File: src/rtl/riscv_pkg.sv
// rtl/riscv_pkg.sv - shared types and helpers for the RV32I execute stage
package riscv_pkg;

    localparam int XLEN = 32;

    typedef enum logic [3:0] {
        ALU_ADD  = 4'b0000,
        ALU_SUB  = 4'b0001,
        ALU_AND  = 4'b0010,
        ALU_OR   = 4'b0011,
        ALU_XOR  = 4'b0100,
        ALU_SLT  = 4'b0101,
        ALU_SLTU = 4'b0110,
        ALU_SLL  = 4'b0111,
        ALU_SRL  = 4'b1000,
        ALU_SRA  = 4'b1001,
        ALU_MUL  = 4'b1010
    } alu_op_e;

    typedef enum logic [1:0] {
        FWD_RF = 2'b00,
        FWD_W  = 2'b01,
        FWD_M  = 2'b10,
        FWD_RD = 2'b11
    } fwd_sel_e;

    typedef enum logic [1:0] {
        IDLE = 2'b00,
        BUSY = 2'b01,
        DONE = 2'b10
    } mul_state_e;

    localparam logic [2:0] F3_BEQ  = 3'b000;
    localparam logic [2:0] F3_BNE  = 3'b001;
    localparam logic [2:0] F3_BLT  = 3'b100;
    localparam logic [2:0] F3_BGE  = 3'b101;
    localparam logic [2:0] F3_BLTU = 3'b110;
    localparam logic [2:0] F3_BGEU = 3'b111;

    typedef struct packed {
        logic [XLEN-1:0] rd1;
        logic [XLEN-1:0] rd2;
        logic [XLEN-1:0] pc;
        logic [XLEN-1:0] imm;
        logic [XLEN-1:0] pc_plus4;
        logic [4:0]      rs1;
        logic [4:0]      rs2;
        logic [4:0]      rd;
        logic            reg_write;
        logic            mem_write;
        logic            jump;
        logic            branch;
        logic            alu_src;
        logic            jalr;
        logic [1:0]      result_src;
        logic [3:0]      alu_ctrl;
        logic [2:0]      funct3;
    } id_ex_t;

    // Code 11 is unused by the hazard unit and falls back to the register value.
    function automatic logic [XLEN-1:0] fwd_mux(
        input logic [1:0]      sel,
        input logic [XLEN-1:0] rf,
        input logic [XLEN-1:0] res_w,
        input logic [XLEN-1:0] alu_m
    );
        case (sel)
            FWD_W:   return res_w;
            FWD_M:   return alu_m;
            default: return rf;
        endcase
    endfunction

endpackage

File: src/rtl/seq_multiplier.sv
// rtl/seq_multiplier.sv - 32-cycle shift-add multiplier, low 32 bits of the product
module seq_multiplier
    import riscv_pkg::*;
(
    input  logic            i_Clk,
    input  logic            i_Reset,
    input  logic            i_start,
    input  logic            i_flush,
    input  logic [XLEN-1:0] i_a,
    input  logic [XLEN-1:0] i_b,
    output logic            o_busy,
    output logic            o_done,
    output logic [XLEN-1:0] o_product
);

    mul_state_e      r_state;
    mul_state_e      w_state_nxt;
    logic [XLEN-1:0] r_mcand;
    logic [XLEN-1:0] r_mplier;
    logic [XLEN-1:0] r_prod;
    logic [4:0]      r_count;

    always_ff @(posedge i_Clk or negedge i_Reset) begin
        if (!i_Reset) begin
            r_state <= IDLE;
        end else begin
            r_state <= w_state_nxt;
        end
    end

    always_comb begin
        w_state_nxt = r_state;
        o_busy      = 1'b0;
        o_done      = 1'b0;
        case (r_state)
            IDLE: begin
                o_busy = i_start;
                if (i_start) w_state_nxt = BUSY;
            end
            BUSY: begin
                o_busy = 1'b1;
                if (r_count == 5'd31) w_state_nxt = DONE;
            end
            DONE: begin
                o_done      = 1'b1;
                w_state_nxt = IDLE;
            end
            default: w_state_nxt = IDLE;
        endcase
        if (i_flush) w_state_nxt = IDLE;
    end

    // Operands are captured on the IDLE->BUSY edge so later forwarding changes cannot leak in.
    always_ff @(posedge i_Clk or negedge i_Reset) begin
        if (!i_Reset) begin
            r_mcand  <= '0;
            r_mplier <= '0;
            r_prod   <= '0;
            r_count  <= '0;
        end else if (i_flush) begin
            r_prod  <= '0;
            r_count <= '0;
        end else begin
            case (r_state)
                IDLE: begin
                    if (i_start) begin
                        r_mcand  <= i_a;
                        r_mplier <= i_b;
                        r_prod   <= '0;
                        r_count  <= '0;
                    end
                end
                BUSY: begin
                    if (r_mplier[0]) r_prod <= r_prod + r_mcand;
                    r_mcand  <= r_mcand << 1;
                    r_mplier <= r_mplier >> 1;
                    r_count  <= r_count + 5'd1;
                end
                default: ;
            endcase
        end
    end

    assign o_product = r_prod;

endmodule

File: src/rtl/execute_stage.sv
// rtl/execute_stage.sv - RV32I execute stage: ID/EX register, forwarding, ALU, branch and MUL
module execute_stage
    import riscv_pkg::*;
(
    input  logic            i_Clk,
    input  logic            i_Reset,
    input  logic [XLEN-1:0] i_RD1D,
    input  logic [XLEN-1:0] i_RD2D,
    input  logic [XLEN-1:0] i_PCD,
    input  logic [XLEN-1:0] i_ImmExtD,
    input  logic [XLEN-1:0] i_PCPlus4D,
    input  logic [4:0]      i_Rs1D,
    input  logic [4:0]      i_Rs2D,
    input  logic [4:0]      i_RdD,
    input  logic            i_RegWriteD,
    input  logic            i_MemWriteD,
    input  logic            i_JumpD,
    input  logic            i_BranchD,
    input  logic            i_ALUSrcD,
    input  logic            i_JalrD,
    input  logic [1:0]      i_ResultSrcD,
    input  logic [3:0]      i_ALUControlD,
    input  logic [2:0]      i_Funct3D,
    input  logic            i_FlushE,
    input  logic [1:0]      i_ForwardAE,
    input  logic [1:0]      i_ForwardBE,
    input  logic [XLEN-1:0] i_ALUResultM,
    input  logic [XLEN-1:0] i_ResultW,
    output logic [4:0]      o_Rs1E,
    output logic [4:0]      o_Rs2E,
    output logic [4:0]      o_RdE,
    output logic [1:0]      o_ResultSrcE,
    output logic            o_PCSrcE,
    output logic [XLEN-1:0] o_PCTargetE,
    output logic            o_BusyE,
    output logic [XLEN-1:0] o_ALUResultE,
    output logic [XLEN-1:0] o_WriteDataE,
    output logic [XLEN-1:0] o_PCPlus4E,
    output logic            o_RegWriteE,
    output logic            o_MemWriteE
);

    id_ex_t          r_ex;
    logic            w_busy;
    logic            w_mul_done;
    logic            w_cond;
    logic [XLEN-1:0] w_src_a;
    logic [XLEN-1:0] w_fwd_b;
    logic [XLEN-1:0] w_src_b;
    logic [XLEN-1:0] w_alu;
    logic [XLEN-1:0] w_product;

    // A cleared register decodes as ADD with every write enable low, i.e. a bubble.
    always_ff @(posedge i_Clk or negedge i_Reset) begin
        if (!i_Reset) begin
            r_ex <= '0;
        end else if (i_FlushE) begin
            r_ex <= '0;
        end else if (!w_busy) begin
            r_ex <= '{rd1: i_RD1D, rd2: i_RD2D, pc: i_PCD, imm: i_ImmExtD,
                      pc_plus4: i_PCPlus4D, rs1: i_Rs1D, rs2: i_Rs2D, rd: i_RdD,
                      reg_write: i_RegWriteD, mem_write: i_MemWriteD,
                      jump: i_JumpD, branch: i_BranchD, alu_src: i_ALUSrcD,
                      jalr: i_JalrD, result_src: i_ResultSrcD,
                      alu_ctrl: i_ALUControlD, funct3: i_Funct3D};
        end
    end

    assign w_src_a = fwd_mux(i_ForwardAE, r_ex.rd1, i_ResultW, i_ALUResultM);
    assign w_fwd_b = fwd_mux(i_ForwardBE, r_ex.rd2, i_ResultW, i_ALUResultM);
    assign w_src_b = r_ex.alu_src ? r_ex.imm : w_fwd_b;

    seq_multiplier u_mul (
        .i_Clk     (i_Clk),
        .i_Reset   (i_Reset),
        .i_start   (r_ex.alu_ctrl == ALU_MUL),
        .i_flush   (i_FlushE),
        .i_a       (w_src_a),
        .i_b       (w_src_b),
        .o_busy    (w_busy),
        .o_done    (w_mul_done),
        .o_product (w_product)
    );

    always_comb begin
        w_alu = '0;
        case (r_ex.alu_ctrl)
            ALU_ADD:  w_alu = w_src_a + w_src_b;
            ALU_SUB:  w_alu = w_src_a - w_src_b;
            ALU_AND:  w_alu = w_src_a & w_src_b;
            ALU_OR:   w_alu = w_src_a | w_src_b;
            ALU_XOR:  w_alu = w_src_a ^ w_src_b;
            ALU_SLT:  w_alu = {31'd0, $signed(w_src_a) < $signed(w_src_b)};
            ALU_SLTU: w_alu = {31'd0, w_src_a < w_src_b};
            ALU_SLL:  w_alu = w_src_a << w_src_b[4:0];
            ALU_SRL:  w_alu = w_src_a >> w_src_b[4:0];
            ALU_SRA:  w_alu = $signed(w_src_a) >>> w_src_b[4:0];
            ALU_MUL:  w_alu = w_mul_done ? w_product : '0;
            default:  w_alu = '0;
        endcase
    end

    always_comb begin
        w_cond = 1'b0;
        case (r_ex.funct3)
            F3_BEQ:  w_cond = (w_src_a == w_fwd_b);
            F3_BNE:  w_cond = (w_src_a != w_fwd_b);
            F3_BLT:  w_cond = ($signed(w_src_a) < $signed(w_fwd_b));
            F3_BGE:  w_cond = ($signed(w_src_a) >= $signed(w_fwd_b));
            F3_BLTU: w_cond = (w_src_a < w_fwd_b);
            F3_BGEU: w_cond = (w_src_a >= w_fwd_b);
            default: w_cond = 1'b0;
        endcase
    end

    assign o_PCSrcE     = r_ex.jump | (r_ex.branch & w_cond);
    assign o_PCTargetE  = r_ex.jalr ? (w_alu & ~32'd1) : (r_ex.pc + r_ex.imm);
    assign o_BusyE      = w_busy;
    assign o_ALUResultE = w_alu;
    assign o_WriteDataE = w_fwd_b;
    assign o_PCPlus4E   = r_ex.pc_plus4;
    assign o_Rs1E       = r_ex.rs1;
    assign o_Rs2E       = r_ex.rs2;
    assign o_RdE        = r_ex.rd;
    assign o_ResultSrcE = r_ex.result_src;
    assign o_RegWriteE  = r_ex.reg_write & ~w_busy;
    assign o_MemWriteE  = r_ex.mem_write & ~w_busy;

endmodule

File: config.mk
export PLATFORM = sky130hd
export DESIGN_NAME = execute_stage
export DESIGN_NICKNAME = d
export VERILOG_FILES = /design/src/rtl/riscv_pkg.sv /design/src/rtl/seq_multiplier.sv /design/src/rtl/execute_stage.sv
export SDC_FILE = /design/constraint.sdc
export NUM_CORES = 1
export LEC_CHECK = 0
export CORE_UTILIZATION = 27
export CTS_BUF_LIST = sky130_fd_sc_hd__clkbuf_4
export DETAILED_ROUTE_END_ITERATION = 6
export PLACE_DENSITY = 0.55
export SLEW_MARGIN = 20
export SYNTH_ARGS = -nofsm -noshare
export SYNTH_HDL_FRONTEND = slang
export SYNTH_HIERARCHICAL = 1
export SYNTH_SLANG_ARGS = --single-unit
File: constraint.sdc
create_clock -name i_Clk -period 15.3 [get_ports i_Clk]
set_input_delay 4.59 -clock i_Clk [delete_from_list [all_inputs] [get_ports i_Clk]]
set_output_delay 4.59 -clock i_Clk [all_outputs]
set_load 0.03 [all_outputs]
==> metrics.md <==
| Metric | Value |
|---|---|
| Syn Area/Cell | `8.14 um^2` |
| Crit path DAT | `10.41 ns` |
| Max Freq | `approximately 67 MHz` |
| FILL cells | `~11000` |
| Placer Congestion | `roughly 1` |
| Boundary Pins | `410` |
| Ys async rst share | `100%` |
| Peak fanout along the critical path | `14` |
| Final number of hold-violating endpoints | `0` |
| Vias post-DR | `27851` |
| Setup TNS | `0 ns` |
| Die Y | `319 um` |
| Number of remaining DRC errors | `0` |
| Post-synth EDFFs | `0` |
| Critical Path End Type | `primary output` |
| CTS tree | `done` |
| Syn Inst Count | `3336` |
| Tot GR Track Use | `25.7%` |
| Syn. warnings | `6` |
| CTS clk-pin slew, worst paths | `0.06 ns` |
| Via/cell ratio | `~5.5` |
| Largest area contributor in the netlist | `dfrtp_1` |
| RSZ-0062 raised after global routing | `false` |
| Final setup viols | `0` |
| Post-Route WL | `approximately 130000 um` |
| Die area | `102000 um^2` |
| Share of cells above drive strength 1 | `about 11%` |
| Yosys cell types | `93` |
| Critical path data required time | `~11 ns` |
| Root Driver | `clkbuf_4` |
| #FFs+latches synth | `293` |
| Slew HR | `29.0%` |
| Reg power frac | `27.8%` |
| Worst Skew | `0.0965 ns` |
| VDD IR-drop max | `0.0626 mV` |
| Leakage | `14.8 nW` |
| Hpwl dp | `107000 um` |
| Mapped cell area | `27200 um^2` |
| WS Path Type | `in -> out` |
| First-pass GRT wire length | `193000 um` |
| Post-Synthesis Net Count | `about 3800` |
| Die outline width | `319 um` |
| Post-synth top area share | `27.0%` |
| Synthesis-to-layout area growth | `25.2%` |
| Core box area | `99000 um^2` |
| Slew Viols, Final | `0` |
| Sw Share | `between 40 and 50%` |
| Initial DRC count | `2559` |
| Initial antenna violation count | `7` |
| CTS Buf Count | `88` |
| IO Port Bufs | `409` |
| Ys flop type | `dfrtp_1` |
| Net Switching | `1.49 mW` |
| Hold WC Path Type | `reg -> reg` |
| # nets final | `4181` |
| Clock power frac | `20.9%` |
| Initial DRT Pass Iterations | `6` |
| Largest net degree at the start of global routing | `129` |
| Register area share after synthesis | `27.0%` |
| DRT antenna net count | `0` |
| Initial Util | `27.4%` |
| Power Internal | `1.85 mW` |
| Final Power | `3.34 mW` |
| Status | `finished clean` |
| Worst Tran Pin Value | `1.05 ns` |
| CTS HTree Levels | `3` |
| Vias in the first global route | `27392` |
| PD cells | `98.3 nW/um^2` |
| Core Rows | `approximately 120` |
| Final worst-path cycle share | `98.1%` |
| Max-cap violations | `0` |
| Routed wire per std cell | `roughly 27 um` |
| Main area contributors after synthesis | `dfrtp_1 (27%), mux2i_1 (14%), ha_1 (9.0%)` |
| Clk sink count | `293` |
| CP Launch Type | `input pin` |
| Grt total ovfl | `0` |
| Clock latency on the worst-skew pair | `0.89 ns` |
| Post-CTS Setup Bufs | `0` |
| CTS max path bufs | `3` |
| Min Tclk post-route | `roughly 15 ns` |
| Comb pwr share | `between 50% and 60%` |
-- placed cells by master, fill, tap and decap left out, types with 40 or more instances in the layout --
cell type        instances
mux2_2                  40
ha_1                   194
a21o_1                  62
clkdlybuf4s50_1        352
o21ai_0                279
a22oi_1                 81
mux2i_1                389
a21oi_1                194
inv_1                  146
clkbuf_4               114
buf_4                  169
nor3_1                  44
nand3_1                 40
nor2_1                 421
nand2_1                297
dfrtp_1                292
xnor2_1                 54
-- synth_stat cells (16+ instances only) --
cell and instances:
a211oi_1 38, xor2_1 25, a22oi_1 81, o211ai_1 28, clkbuf_1 142, o21ai_0 281
nand2b_1 31, buf_2 30, buf_1 33, inv_1 147, and3_1 24, dfrtp_1 293
buf_4 52, nor3_1 47, a221oi_1 28, mux2_2 40, o21a_1 25, mux2i_1 390
o21bai_1 16, nand3_1 41, nand2_1 297, ha_1 196, a21o_1 62, o22ai_1 17
nor2b_1 23, xnor2_1 54, a31oi_1 25, a21oi_1 194, nor2_1 422, nand4_1 22
-- stage by stage --
stage                     instances  instance area, um^2  hold WS [ns]  util (%)  worst slack (ns)
final                          5055                34000         0.485      34.3             0.298
after floorplan                3336                27200         0.450         -             0.807
after global routing           5055                34000         0.499      34.3            0.0330
after CTS                      5052                34000         0.486      34.3             0.288
after detailed placement       4917                33100         0.472      33.4             0.335
after global placement         4917                33100         0.465      33.4             0.420
-- power groups by stage --
| stage | Clock [mW] | Sequential, mW | Combinational, mW |
|---|---|---|---|
| 6_report | 0.698 | 0.930 | 1.71 |
| 5_1_grt | 0.766 | 0.938 | 1.81 |
| 4_1_cts | 0.727 | 0.929 | 1.69 |
| 3_5_place_dp | 0 | 0.942 | 1.68 |
| 3_3_place_gp | 0 | 0.941 | 1.69 |
| 2_1_floorplan | 0 | 0.908 | 0.966 |
-- final cells by class --
cell class	count	area [um^2]	share of cell area, %
sequential	293	7330	21.6
inverter	152	578	1.70
multi-input combinational	2629	18000	53.1
clock buffer	114	856	2.52
clock inverter	21	86.3	0.254
timing repair buffer	556	5480	16.1
tap	1287	1610	4.74
antenna	3	7.51	0.0221
-- layer usage --
layer | routed length [um] | global-route usage (%) | share of wire [%]
met1 | 55300 | 32.3 | 41
met2 | 60600 | 40.9 | 45
met3 | 9340 | 4.76 | 7.0
met4 | 8820 | 15.4 | 6.6
met5 | 29 | 0 | 0.022
-- final timing paths --
| kind | from | to | slack (ns) | cells after the start |
|---|---|---|---|---|
| setup reg to reg | r_ex[5] | r_ex[110] | 11.49 | 10 |
| hold / removal | u_mul/r_mplier[3] | u_mul/r_mplier[3] | 0.48 | 2 |
| max in group asynchronous | i_Reset | r_ex[5] | 9.10 | 3 |
| min in group asynchronous | i_Reset | u_mul/r_mcand[15] | 3.72 | 1 |
| setup / recovery | i_ForwardAE[1] | o_PCTargetE[30] | 0.30 | 20 |
| hold reg to reg | u_mul/r_mplier[3] | u_mul/r_mplier[3] | 0.48 | 2 |
-- critical path: stages --
cell and delay [ns]:
clkdlybuf4s50_1 0.48, inv_1 0.08, ha_1 0.52, buf_4 0.29
a22oi_1 0.08, o21ai_0 0.75, ha_1 0.41, inv_1 0.08
a211oi_1 0.23, o31ai_1 0.10, buf_4 0.17, a2111oi_0 0.45
buf_4 0.23, o31ai_1 0.12, a31o_2 0.27, a21oi_1 0.16
xnor2_1 0.09, a211o_1 0.39, mux2_2 0.29, clkdlybuf4s50_1 0.61
-- timing repair --
| action | in CTS | in global routing |
|---|---|---|
| gates resized for setup | 0 | 1 |
| endpoints found under the setup margin | 0 | 1 |
| endpoints found under the hold margin | 0 | 0 |
| hold buffers | 0 | 0 |
-- state kept, by name (all words and copies together), names as in the netlist --
signal / flops
o_Rs1E: 5
o_Rs2E: 5
o_PCPlus4E: 32
o_ResultSrcE: 2
u_mul/r_count: 5
r_ex: 141
u_mul/r_mplier: 32
o_RdE: 5
u_mul/o_product: 32
u_mul/r_state: 2
u_mul/r_mcand: 32
-- cell families (layout without fill, tap and decap cells) --
kind of cell	count (synthesis)	count (layout)	share of synthesized area, %
AND/OR/NAND/NOR	966	966	15.4
AO/OA/AOI/OAI	953	953	22.8
multiplexers	431	431	16.1
buffers and inverters	414	843	6.78
flip-flops	293	293	27.0
adder cells (fa/ha/maj)	200	200	9.33
XOR/XNOR	79	79	2.55
other	0	3	0
(Power assumes the default switching activity.)
